==> src/rtl/serial_adder.sv <==
// serial_adder: bit-serial LSB-first adder computing a + b + cin over WIDTH cycles
module serial_adder #(
    parameter int WIDTH = 8,
    parameter int CNT_W = 6
) (
    input  logic             clk,
    input  logic             rst,
    input  logic             start,
    input  logic [WIDTH-1:0] a,
    input  logic [WIDTH-1:0] b,
    input  logic             cin,
    output logic             busy,
    output logic             done,
    output logic [WIDTH-1:0] sum,
    output logic             cout
);
    typedef enum logic [1:0] {IDLE, RUN, DONE} state_t;
    state_t           state, state_n;
    logic [WIDTH-1:0] sa, sb, sr, sr_n;
    logic [CNT_W-1:0] cnt;
    logic             carry, carry_n, s, last;

    // full-adder cell on the current LSBs, result bit shifted in at the MSB, next state
    always_comb begin
        s       = sa[0] ^ sb[0] ^ carry;
        carry_n = (sa[0] & sb[0]) | (carry & (sa[0] ^ sb[0]));
        sr_n    = WIDTH'({s, sr} >> 1);
        last    = cnt == CNT_W'(WIDTH - 1);
        state_n = state == RUN ? (last ? DONE : RUN) : (start ? RUN : IDLE);
    end

    // state register, operand shifters, carry FF and result capture on the final bit
    always_ff @(posedge clk) begin
        if (rst) begin
            state <= IDLE;
            sa    <= '0;
            sb    <= '0;
            sr    <= '0;
            cnt   <= '0;
            carry <= 1'b0;
            sum   <= '0;
            cout  <= 1'b0;
        end else begin
            state <= state_n;
            if (state != RUN && start) begin
                sa    <= a;
                sb    <= b;
                carry <= cin;
                cnt   <= '0;
            end else if (state == RUN) begin
                sa    <= sa >> 1;
                sb    <= sb >> 1;
                sr    <= sr_n;
                carry <= carry_n;
                cnt   <= cnt + CNT_W'(1);
                if (last) begin
                    sum  <= sr_n;
                    cout <= carry_n;
                end
            end
        end
    end

    assign busy = state == RUN;
    assign done = state == DONE;
endmodule
==> config.mk <==
export PLATFORM = sky130hd
export DESIGN_NAME = serial_adder
export DESIGN_NICKNAME = d
export VERILOG_FILES = /design/src/rtl/serial_adder.sv
export SDC_FILE = /design/constraint.sdc
export NUM_CORES = 1
export LEC_CHECK = 0
export BUFFER_PORTS_ARGS = -buffer_cell sky130_fd_sc_hd__clkbuf_2
export CORE_MARGIN = 5
export CORE_UTILIZATION = 40
export CTS_BUF_LIST = sky130_fd_sc_hd__clkbuf_16
export DETAILED_ROUTE_END_ITERATION = 12
export PLACE_DENSITY = 0.69
export SETUP_SLACK_MARGIN = 0.05
export SLEW_MARGIN = 20
export SYNTH_ARGS = -nofsm -noshare
export SYNTH_HDL_FRONTEND = slang
export SYNTH_SLANG_ARGS = --single-unit
==> constraint.sdc <==
create_clock -name clk -period 1.3 [get_ports clk]
set_input_delay 0.065 -clock clk [delete_from_list [all_inputs] [get_ports clk]]
set_output_delay 0.065 -clock clk [all_outputs]
set_load 0.02 [all_outputs]
==> impl_metrics.tcl <==
set metrics [dict create \
    outcome "finished, violations left" \
    violations "setup timing" \
    viasPerCell 4.92 \
    syn_nets 205 \
    cts_sinks 41 \
    rsz0062_at_grt "yes" \
    grt_pass1_wl_mm 5.61 \
    syn_area_per_cell_um2 9.44 \
    ios 31 \
    tns_ns -0.00872 \
    fp-row-count 23 \
    track_usage_pct 12.9 \
    final_area_mm2 0.00216 \
    dr.pass1.iters 4 \
    vias 1303 \
    synth_area_mm2 0.00173 \
    synthDistinctLibCells 27 \
    setup_ws_ns -0.00872 \
    synth_warnings 0 \
    r2r_slack_ns -0.009 \
    cp_cell_sequence "ha_4 -> nand4b_1 -> nor4_2 -> buf_4 -> mux2i_1" \
    gp_congestion 0.718 \
    worstPathBufferInverterCount 1 \
    period_needed_ns 1.31 \
    worst_pin_slew_ns 0.509 \
    hold_depth 3 \
    slowest_delay_ns 0.35 \
    ys_seq_elements 41 \
    overflow 0 \
    hold_ws_ns 0.0891 \
    hp-class "primary input to register" \
    slew_headroom_pct 66.1 \
    maxCapViolCount 0 \
    slowest_stage "dfxtp_2" \
    layout_common_cells "37 x dfxtp_1, 29 x clkbuf_2, 26 x mux2i_1" \
    layout.nets 237 \
    cts_max_level 2 \
    critical_path_class "register to register" \
    antenna_found_initial 0 \
    hold_violations 0 \
    die_y_um 75.7 \
    start_util_pct 42.3 \
    die-area_mm2 0.00573 \
    holdPathEnd "sb[7]" \
    cts_hold_buf 0 \
    clkTransAtPathRegs_ns 0.05 \
    skew_ns 0.00412 \
    root_buffer "clkbuf_16" \
    placed_cell_area_mm2 0.00198 \
    area_growth_pct 25.1 \
    ff2ff_path_depth 5 \
    numPortBuffers 30 \
    clk_latency_ns 0.28 \
    core-area_mm2 0.00409 \
    final_common_cell "dfxtp_1" \
    n_antenna_cell 0 \
    cts_max_path_buffers 2 \
    critPathCaptureType "register" \
    ant_nets 0 \
    arrival_ns 1.51 \
    numCtsBuffers 5 \
    cellPowerDensity_mw_per_mm2 1270 \
    drv_slew 0 \
    wl_per_cell_um 12.1 \
    hpwl_mm 2.24 \
    r2r-end "sum[6]" \
    first_global_vias 1275 \
    vdd_ir_drop_max_v 0.000713 \
    fmax_mhz 764 \
    setup_viol 1 \
    required_ns 1.50 \
    drtIter0Drc 41 \
    drive_gt1_share_pct 26.0 \
    seq_area_frac_synth_pct 47.5 \
    postSynthCellCount 183 \
    grt_max_degree 33 \
    crit_family "flip-flops" \
    routed_wl_mm 3.21 \
    min_from "b[7]" \
    p_total_uw 2750 \
    critPathLaunchType "register" \
    cp_max_fo 11 \
    cts_tree "yes" \
    reg2reg_from "cnt[1]" \
    p_leak_uw 0.000867 \
    period_share_pct 101 \
    drc_errors 0 \
    die_w_um 75.7 \
]
cell families after synthesis:
group                    count (synthesis)  synth area share, %
AND/OR/NAND/NOR                         66                 18.8
flip-flops                              41                 47.5
AO/OA/AOI/OAI                           30                 11.2
multiplexers                            26                 15.1
buffers and inverters                   16                 4.49
XOR/XNOR                                 2                 1.01
adder cells (fa/ha/maj)                  2                 1.88
worst reg2reg max path, stage by stage, from the launching register on:
cell and delay (ns):
dfxtp_2 0.35, ha_4 0.13, nand4b_1 0.14, nor4_2 0.16, buf_4 0.25, mux2i_1 0.20
through the flow:
stage               instances  utilization, %  setup WS [ns]
floorplan                 183               -         0.0419
global placement          259            48.5         0.0157
detailed placement        259            48.5        -0.0235
CTS                       266            52.7        -0.0213
global route              265            52.9         -0.120
finish                    265            52.9       -0.00872
area by class of cell:
type	count	area (µm²)
tap	50	62.6
timing repair buffer	39	255
multi-input combinational	126	875
inverter	2	10.0
sequential	41	826
clock buffer	5	125
clock inverter	2	7.51
fill	373	1930
routing by layer:
metal | track usage [%] | vias to the layer above | share of wire (%)
met5 | 0 | - | 0
met4 | 5.83 | 0 | 2.0
met3 | 5.28 | 7 | 6.8
met2 | 19.8 | 25 | 44
met1 | 15.9 | 579 | 47
li1 | - | 692 | -
state kept, by name, indices dropped and copies added, names as in the netlist:
register,flops
state,2
cout,1
sum,8
sb,8
sr,7
cnt,6
carry,1
sa,8
Yosys cell counts:
master,count,area [µm²]
dfxtp_1,41,821
mux2i_1,26,260
nand2b_1,19,119
nor2_1,18,67.6
nand2_1,17,63.8
a211oi_1,15,113
a21oi_1,11,55.1
buf_2,5,25.0
clkbuf_1,5,18.8
buf_4,3,22.5
nor3_1,3,15.0
inv_1,2,7.51
nor2b_1,2,12.5
o21ai_0,2,10.0
or3_1,2,12.5
a21o_1,1,7.51
buf_1,1,3.75
fa_1,1,20.0
ha_1,1,12.5
nand3_1,1,5.00
nand3b_1,1,7.51
nand4b_1,1,8.76
nor4_1,1,6.26
o31ai_1,1,7.51
or4_1,1,7.51
xnor2_1,1,8.76
xor2_1,1,8.76
what timing repair did:
action,in CTS,in global routing
buffers inserted,0,0
resized for setup,10,4
gates cloned,0,0
endpoints found under the setup margin,13,15
pin swaps,0,0
report_power, final:
group / switching [µW] / internal (µW)
clock: 434 / 685
combinational: 141 / 140
sequential: 34.2 / 1310
worst max-delay path by stage:
stage / startpoint / to / slack, ns / depth (start not counted)
2_1_floorplan: cnt[0] / cout / 0.04 / 5
3_5_place_dp: cnt[1] / sum[6] / -0.02 / 5
4_1_cts: cnt[1] / sum[6] / -0.02 / 5
3_3_place_gp: cnt[1] / sum[1] / 0.02 / 5
5_1_grt: cnt[1] / cout / -0.12 / 5
6_report: cnt[1] / sum[6] / -0.009 / 5
(Power assumes the default switching activity.)
